===== src/rtl/program_store.sv =====
// program_store: 16x10 program memory with a streamed load session that holds the CPU while loading.
// Optional checksum word after the program: define PROGSTORE_CHECKSUM_EN.
module program_store (
  input  logic       clock,
  input  logic       reset,
  input  logic       load_start,
  input  logic [9:0] load_word,
  input  logic       load_valid,
  input  logic       load_last,
  output logic       load_ready,
  input  logic [3:0] fetch_addr,
  output logic [9:0] fetch_data,
  output logic       cpu_hold,
  output logic [4:0] load_count,
  output logic       load_error
);

  typedef enum logic [1:0] {
    RUN   = 2'd0,
`ifdef PROGSTORE_CHECKSUM_EN
    LOAD  = 2'd1,
    CHECK = 2'd2
`else
    LOAD  = 2'd1
`endif
  } state_t;

  state_t     state_q;
  logic [4:0] waddr_q;
  logic [9:0] mem [16] = '{default: '0};

  logic accept;
  logic last_slot;
  logic sess_end;

  assign accept    = load_valid & load_ready;
  assign last_slot = (waddr_q == 5'd15);
  assign sess_end  = accept & (load_last | last_slot);

  // waddr never passes 16 in a session, so it doubles as the word count
  assign load_count = waddr_q;

`ifdef PROGSTORE_CHECKSUM_EN
  logic [9:0] csum_q;
  logic       mem_ok_q = 1'b1;
`endif

  always_ff @(posedge clock) begin
    if (!reset && state_q == LOAD && accept)
      mem[waddr_q[3:0]] <= load_word;
  end

  always_ff @(posedge clock) begin
    if (reset) begin
      state_q    <= RUN;
      cpu_hold   <= 1'b0;
      load_ready <= 1'b0;
      waddr_q    <= '0;
      load_error <= 1'b0;
`ifdef PROGSTORE_CHECKSUM_EN
      csum_q     <= '0;
`endif
    end else begin
      unique case (state_q)
        RUN: begin
          if (load_start) begin
            state_q    <= LOAD;
            cpu_hold   <= 1'b1;
            load_ready <= 1'b1;
            waddr_q    <= '0;
            load_error <= 1'b0;
`ifdef PROGSTORE_CHECKSUM_EN
            csum_q     <= '0;
`endif
          end
        end
        LOAD: begin
          if (load_start)
            load_error <= 1'b1;
          if (accept) begin
            waddr_q <= waddr_q + 5'd1;
`ifdef PROGSTORE_CHECKSUM_EN
            csum_q  <= csum_q ^ load_word;
`endif
            if (last_slot && !load_last)
              load_error <= 1'b1;
          end
          if (sess_end) begin
`ifdef PROGSTORE_CHECKSUM_EN
            state_q    <= CHECK;
`else
            state_q    <= RUN;
            cpu_hold   <= 1'b0;
            load_ready <= 1'b0;
`endif
          end
        end
`ifdef PROGSTORE_CHECKSUM_EN
        CHECK: begin
          if (load_start)
            load_error <= 1'b1;
          if (accept) begin
            state_q    <= RUN;
            cpu_hold   <= 1'b0;
            load_ready <= 1'b0;
            if (load_word == csum_q) begin
              mem_ok_q <= 1'b1;
            end else begin
              mem_ok_q   <= 1'b0;
              load_error <= 1'b1;
            end
          end
        end
`endif
        default: begin
          state_q    <= RUN;
          cpu_hold   <= 1'b0;
          load_ready <= 1'b0;
        end
      endcase
    end
  end

  always_comb begin
    fetch_data = '0;
`ifdef PROGSTORE_CHECKSUM_EN
    if (state_q == RUN && mem_ok_q)
`else
    if (state_q == RUN)
`endif
      fetch_data = mem[fetch_addr];
  end

endmodule

===== config.mk =====
export PLATFORM = sky130hd
export DESIGN_NAME = program_store
export DESIGN_NICKNAME = d
export VERILOG_FILES = /design/src/rtl/program_store.sv
export SDC_FILE = /design/constraint.sdc
export NUM_CORES = 1
export LEC_CHECK = 0
export CAP_MARGIN = 10
export CELL_PAD_IN_SITES_DETAIL_PLACEMENT = 1
export CELL_PAD_IN_SITES_GLOBAL_PLACEMENT = 2
export CORE_ASPECT_RATIO = 1.25
export CORE_UTILIZATION = 25
export DETAILED_ROUTE_END_ITERATION = 8
export MAX_ROUTING_LAYER = met4
export PLACE_DENSITY_LB_ADDON = 0.05
export SLEW_MARGIN = 20
export SYNTH_ARGS = -nofsm -noshare
export SYNTH_HDL_FRONTEND = slang
export SYNTH_SLANG_ARGS = --single-unit

===== constraint.sdc =====
create_clock -name clock -period 5.6 [get_ports clock]
set_input_delay 1.12 -clock clock [delete_from_list [all_inputs] [get_ports clock]]
set_output_delay 1.12 -clock clock [all_outputs]
set_load 0.01 [all_outputs]

==> impl_metrics.py, run 1 <==
metrics = {
    "floorplanning": {
        "fp.dieH_um": 185.8,
        "fp.dieArea_sq_um": 27700,
        "die_w_um": 149.1,
        "fp.coreArea_sq_um": 26260,
        "start_util_pct": 25.74,
        "pin_count": 37,
        "rows": 66,
    },
    "synthesis": {
        "post-synth-top-count-cell": "edfxtp_1",
        "syn_inst": 405,
        "synth-async-reset-ratio_pct": 0,
        "ys_ff_latch": 167,
        "syn_area_per_cell_sq_um": 16.69,
        "synthesis.area_sq_um": 6759,
        "yosys.area.top_type": "edfxtp_1",
        "seq_area_frac_synth_pct": 73.16,
        "yosys.area.top_type_share_pct": 71.08,
        "synth_ff_type": "edfxtp_1",
        "yosys_warnings": 0,
        "ys_top_cells_by_area": "edfxtp_1 71%, mux2i_1 9.9%, a22oi_1 3.7%",
        "syn_nets": 429,
        "synth-edff-count": 160,
        "ys_types": 31,
        "synthTopCellsByCount": "160 x edfxtp_1, 67 x mux2i_1, 33 x a22oi_1",
    },
    "timing": {
        "rsz0062_at_grt": "no",
        "final_hold_viol_count": 0,
        "final.setup.tns_ns": 0,
        "finalCritPeriodShare_pct": 83.60,
        "relSlewSlack_pct": 25.02,
        "fmax_mhz": 213.6,
        "drv_slew": 0,
        "fin_ws_ns": 0.9186,
        "worstMarginPinSlew_ns": 1.119,
        "fin_crit_ns": 4.681,
        "setup_violations": 0,
        "fin_worst_skew_ns": 0.01013,
    },
    "clocking": {
        "cts_setup_buffers": 0,
        "cts_tree": "yes",
        "cts_max_level": 4,
        "clk_path_buf_depth": 2,
        "clock_latency_ns": 0.42,
        "post_cts_resized": 0,
        "clock_sinks": 167,
        "cts_inserted_buffers": 17,
        "hold_buffers": 0,
        "clk_pin_slew_ns": 0.07,
        "clk_root_buffer_cell": "clkbuf_16",
    },
    "cells_and_area": {
        "syn2layout_area_growth_pct": 20.34,
        "drive_above_1_share_pct": 12.90,
        "fill_cells": 2749,
        "register_area_sq_um": 4945,
        "fin_nets": 476,
        "num_antenna_cells": 0,
        "postLayoutCoreUtil_pct": 30.97,
        "multi_input_area_sq_um": 1668,
    },
    "critical_path": {
        "cp.required_ns": 4.48,
        "r2r-start": "state_q[0]",
        "worst_r2r_path_depth": 4,
        "worstReg2RegEnd": "mem[1][3]",
        "path_class": "input port to output port",
        "crit_fanout": 20,
        "end_kind": "output port",
        "reg2reg_slack_ns": 2.93,
        "critPathLaunchType": "input port",
        "arrival_ns": 3.56,
    },
    "pwr": {
        "swShare_pct": 21.64,
        "pwr-share-seq_pct": 50.3,
        "p_switching_mw": 0.5911,
        "p_int_mw": 2.141,
        "pwr-share-clk_pct": 43.8,
        "vdd_drop_max_uv": 199.8,
        "p_leak_nw": 2.717,
        "power_density_nw_per_um2": 335.8,
        "combPwrFrac_pct": 5.8,
    },
    "drt": {
        "ant_nets": 0,
        "drt_wl_total_um": 17670,
        "dr.pass1.iters": 4,
        "drc": 0,
        "drt_iter0_drc": 164,
        "wl_per_cell_um": 21.94,
        "vias": 3607,
        "vias_per_cell": 4.481,
    },
    "place": {
        "gp_congestion": 0.6882,
        "portBuffers": 36,
        "dp_hpwl_um": 11830,
        "preCtsSetupSlack_ns": 0.9182,
    },
    "global_route": {
        "antenna_found_initial": 0,
        "grt.total_usage_pct": 14.12,
        "globalRouteOverflowTotal": 0,
        "grt_pass1_wl_um": 26050,
        "grt_pass1_vias": 3909,
        "grt_max_degree": 33,
    },
    "min_path": {
        "min_path_cells": 2,
        "whs_endpoint": "load_error",
        "worstHoldStart": "load_error",
        "hold_path.class": "flop to flop",
    },
    "run": {
        "drv_cap": 0,
    },
    "run_status": {
        "outcome": "finished, final reports clean",
    },
}
-- per-stage QoR --
stage	power, mW	hold WS [ns]	area [sq um]	instances
CTS	2.773	0.4977	8128	805
finish	2.732	0.4923	8134	805
global route	2.828	0.5230	8134	805
detailed placement	1.567	0.4849	7526	773
global placement	1.566	0.4642	7513	773
floorplan	1.485	0.4934	6759	405
-- layout make-up --
cell class              instances  area share, %
multi-input cells             212          20.50
repair buffers                 51          5.938
clock inverters                14          2.123
well taps                     340          5.230
clock buffers                  18          5.276
inverters                       3         0.1384
flip-flops and latches        167          60.79
-- registers in the layout (all words and copies together), names as in the netlist --
name,cells
load_error,1
mem,160
state_q,1
load_count,5
-- power groups by stage --
stage / combinational (mW) / clock [mW] / sequential (mW)
3_3_place_gp: 0.163 / 0 / 1.40
6_report: 0.159 / 1.20 / 1.38
2_1_floorplan: 0.0847 / 0 / 1.40
3_5_place_dp: 0.164 / 0 / 1.40
4_1_cts: 0.165 / 1.23 / 1.38
5_1_grt: 0.174 / 1.28 / 1.38
-- placed cells by master (no fill, tap or decap), drive strengths merged --
cell / synthesis / final
mux2i: 67 / 67
nor2: 25 / 25
ha: 5 / 5
o21ai: 12 / 12
nor3b: 2 / 2
buf: 15 / 16
and2: 1 / 1
nor2b: 1 / 1
a21oi: 6 / 6
edfxtp: 160 / 160
and3: 1 / 1
a22oi: 33 / 33
mux4: 7 / 7
xor2: 1 / 1
nand3: 10 / 10
inv: 3 / 6
clkinv: 0 / 4
clkbuf: 8 / 18
nand4: 1 / 1
nand2: 19 / 19
nand2b: 11 / 11
clkdlybuf4s50: 0 / 35
and2b: 1 / 1
bufinv: 0 / 3
xnor2: 2 / 2
clkinvlp: 0 / 4
dfxtp: 7 / 7
nor3: 7 / 7
-- worst max-delay path, stage by stage --
cell             delay, ns
clkdlybuf4s50_1       0.53
buf_4                 0.23
nor2b_2               0.15
buf_4                 0.26
a22oi_1               0.24
nand3_1               0.17
o21ai_1               0.22
clkdlybuf4s50_1       0.60
-- logic make-up after synthesis --
family	Yosys count	share of synthesized area (%)
DFF	167	73.16
xor gates and xnor gates	3	0.3888
muxes	74	12.25
AOI/OAI and AO/OA	51	4.998
buffers and inverters	26	2.814
adders and majority gates	5	0.9256
and+or+nand+nor	79	5.461
-- worst max-delay path by stage --
stage                   from  cells after the start       endpoint  slack (ns)
6_report       fetch_addr[2]                      8  fetch_data[6]        0.92
5_1_grt        fetch_addr[2]                      8  fetch_data[6]        0.75
4_1_cts        fetch_addr[2]                      8  fetch_data[6]        0.90
3_5_place_dp   fetch_addr[2]                      8  fetch_data[6]        0.92
3_3_place_gp   fetch_addr[2]                      8  fetch_data[6]        0.90
2_1_floorplan  fetch_addr[0]                      5  fetch_data[1]        2.41
-- routing by layer --
metal	vias up	track usage, %	part of all wire [%]
met4	0	4.286	0.98
met2	48	24.04	52
met1	1885	16.83	45
met3	10	2.721	2.1
met5	-	-	0
li1	1664	-	-
Power figures use the tool's default switching activity.
==> run 2: changes to the inputs <==
Clock period 5.6 ns to 4 ns, I/O delays scaled along.
==> run 2 against run 1 <==
  * Clock skew is 0.0039 ns higher
  * Via count is 1.8% higher
  * Sequential share of layout area is 0.91 points lower
  * Highest routed layer unchanged
  * Clock power is 36% higher
  * Global-route usage is 0.34 points higher
  * Final area is 1.5% higher
  * Non-clock buffer count is 20 higher
  * Setup slack worse by 0.65 ns
  * Hold slack worse by 0.010 ns
==> impl_metrics.py, run 2 (synthesis results as in run 1) <==
metrics = {
    "cells_and_area": {
        "drive_above_1_share_pct": 16.49,
        "fill_cells": 2739,
        "mostFrequentLayoutCells": "160 x edfxtp_1, 67 x mux2i_1, 35 x clkdlybuf4s50_1",
        "fin_nets": 496,
        "syn2layout_area_growth_pct": 22.18,
        "largest_register_ffs": 160,
        "fin_cells": 825,
        "postLayoutCoreUtil_pct": 31.45,
        "fin_area_sq_um": 8258,
        "final_common_cell": "edfxtp_1",
        "num_antenna_cells": 0,
    },
    "floorplanning": {
        "pin_count": 37,
        "rows": 66,
        "fp.dieArea_sq_um": 27700,
        "start_util_pct": 25.74,
        "die_w_um": 149.1,
        "fp.dieH_um": 185.8,
        "fp.coreArea_sq_um": 26260,
    },
    "clocking": {
        "clk_path_buf_depth": 2,
        "cts_max_level": 4,
        "cts_tree": "yes",
        "clk_root_buffer_cell": "clkbuf_16",
        "clock_latency_ns": 0.43,
        "post_cts_resized": 0,
        "clk_pin_slew_ns": 0.06,
        "clock_sinks": 167,
        "cts_inserted_buffers": 17,
        "cts_setup_buffers": 0,
        "hold_buffers": 0,
    },
    "run": {
        "drv_cap": 0,
    },
    "drt": {
        "ant_nets": 0,
        "drt_iter0_drc": 254,
        "wl_per_cell_um": 22.04,
        "vias_per_cell": 4.452,
        "vias": 3673,
        "dr.pass1.iters": 4,
        "drt_wl_total_um": 18180,
        "drc": 0,
    },
    "global_route": {
        "antenna_found_initial": 0,
        "grt_pass1_vias": 3979,
        "use_met2_pct": 24.60,
        "grt.total_usage_pct": 14.46,
        "grt_pass1_wl_um": 26740,
        "gr-usage-met3_pct": 2.623,
        "grt_most_used_layer": "met2",
        "globalRouteOverflowTotal": 0,
        "grt_util_met1_pct": 17.36,
        "grt_max_degree": 21,
    },
    "run_status": {
        "outcome": "finished, final reports clean",
    },
    "critical_path": {
        "cp.required_ns": 3.20,
        "crit_fanout": 10,
        "cp_slowest_cell": "clkdlybuf4s50_1",
        "slowest_delay_ns": 0.56,
        "cp_common_cell": "clkdlybuf4s50_1",
        "crit_chain": "clkdlybuf4s50_1 > and2b_1 > buf_4 > a22oi_1 > nand2_1 > o21ai_1 > clkdlybuf4s50_1",
        "path_class": "input port to output port",
        "arrival_ns": 2.93,
        "end_kind": "output port",
        "critPathLaunchType": "input port",
    },
    "pwr": {
        "vdd_drop_max_uv": 284.0,
        "power.total_mw": 3.790,
        "power_density_nw_per_um2": 459.0,
        "p_leak_nw": 2.821,
    },
    "timing": {
        "final.setup.tns_ns": 0,
        "fin_worst_skew_ns": 0.01404,
        "finalCritPeriodShare_pct": 93.37,
        "rsz0062_at_grt": "no",
        "fin_ws_ns": 0.2652,
        "relSlewSlack_pct": 51.61,
        "drv_slew": 0,
        "setup_violations": 0,
        "fmax_mhz": 267.8,
        "worstMarginPinSlew_ns": 0.7236,
        "fin_hold_ws_ns": 0.4823,
        "final_hold_viol_count": 0,
        "fin_crit_ns": 3.735,
    },
    "place": {
        "dpl_cell_area_sq_um": 7676,
        "gp_congestion": 0.7044,
        "dp_hpwl_um": 12020,
        "portBuffers": 36,
        "dp.cells": 793,
        "preCtsSetupSlack_ns": 0.2082,
    },
    "min_path": {
        "hold_path.class": "flop to flop",
    },
}
[run 2: changes by cell type in the layout (fill, tap and decap cells not counted)]
cell,before,now
buf_4,15,34
nor3_2,1,4
nor3_4,3,0
clkinvlp_4,4,6
buf_12,1,2
bufinv_16,3,2
clkbuf_1,1,2
clkinv_1,1,0
clkinv_2,1,0
[run 2: path summary, 6_finish.rpt]
path	to	depth (start not counted)	startpoint	slack (ns)
setup / recovery	fetch_data[4]	7	fetch_addr[2]	0.27
hold / removal	load_error	2	load_error	0.48
setup reg to reg	mem[9][1]	5	state_q[0]	1.60
hold reg to reg	load_error	2	load_error	0.48
[run 2: worst max-delay path: cells and delay by family]
kind | cells | cell delay (ns)
AO/OA/AOI/OAI | 2 | 0.32
buffers and inverters | 3 | 1.30
AND/OR/NAND/NOR | 2 | 0.52
[run 2: area by class of cell]
cell class / count / area [sq um] / share of cell area, %
inverter: 3 / 11.26 / 0.1364
tap: 340 / 425.4 / 5.152
sequential: 167 / 4945 / 59.88
multi-input combinational: 212 / 1649 / 19.97
clock buffer: 19 / 432.9 / 5.242
clock inverter: 13 / 148.9 / 1.803
timing repair buffer: 71 / 645.6 / 7.818
[run 2: per-layer routing]
metal,wire length [um],up-vias
met5,0,-
met4,180,0
met2,9410,37
met3,313,11
li1,-,1705
met1,8280,1920
[run 2: where the power goes]
group	internal [mW]	total, mW	switching (mW)	leakage, nW
combinational	0.0992	0.233	0.133	1.06
sequential	1.92	1.92	0.00608	1.50
clock	0.927	1.63	0.706	0.263
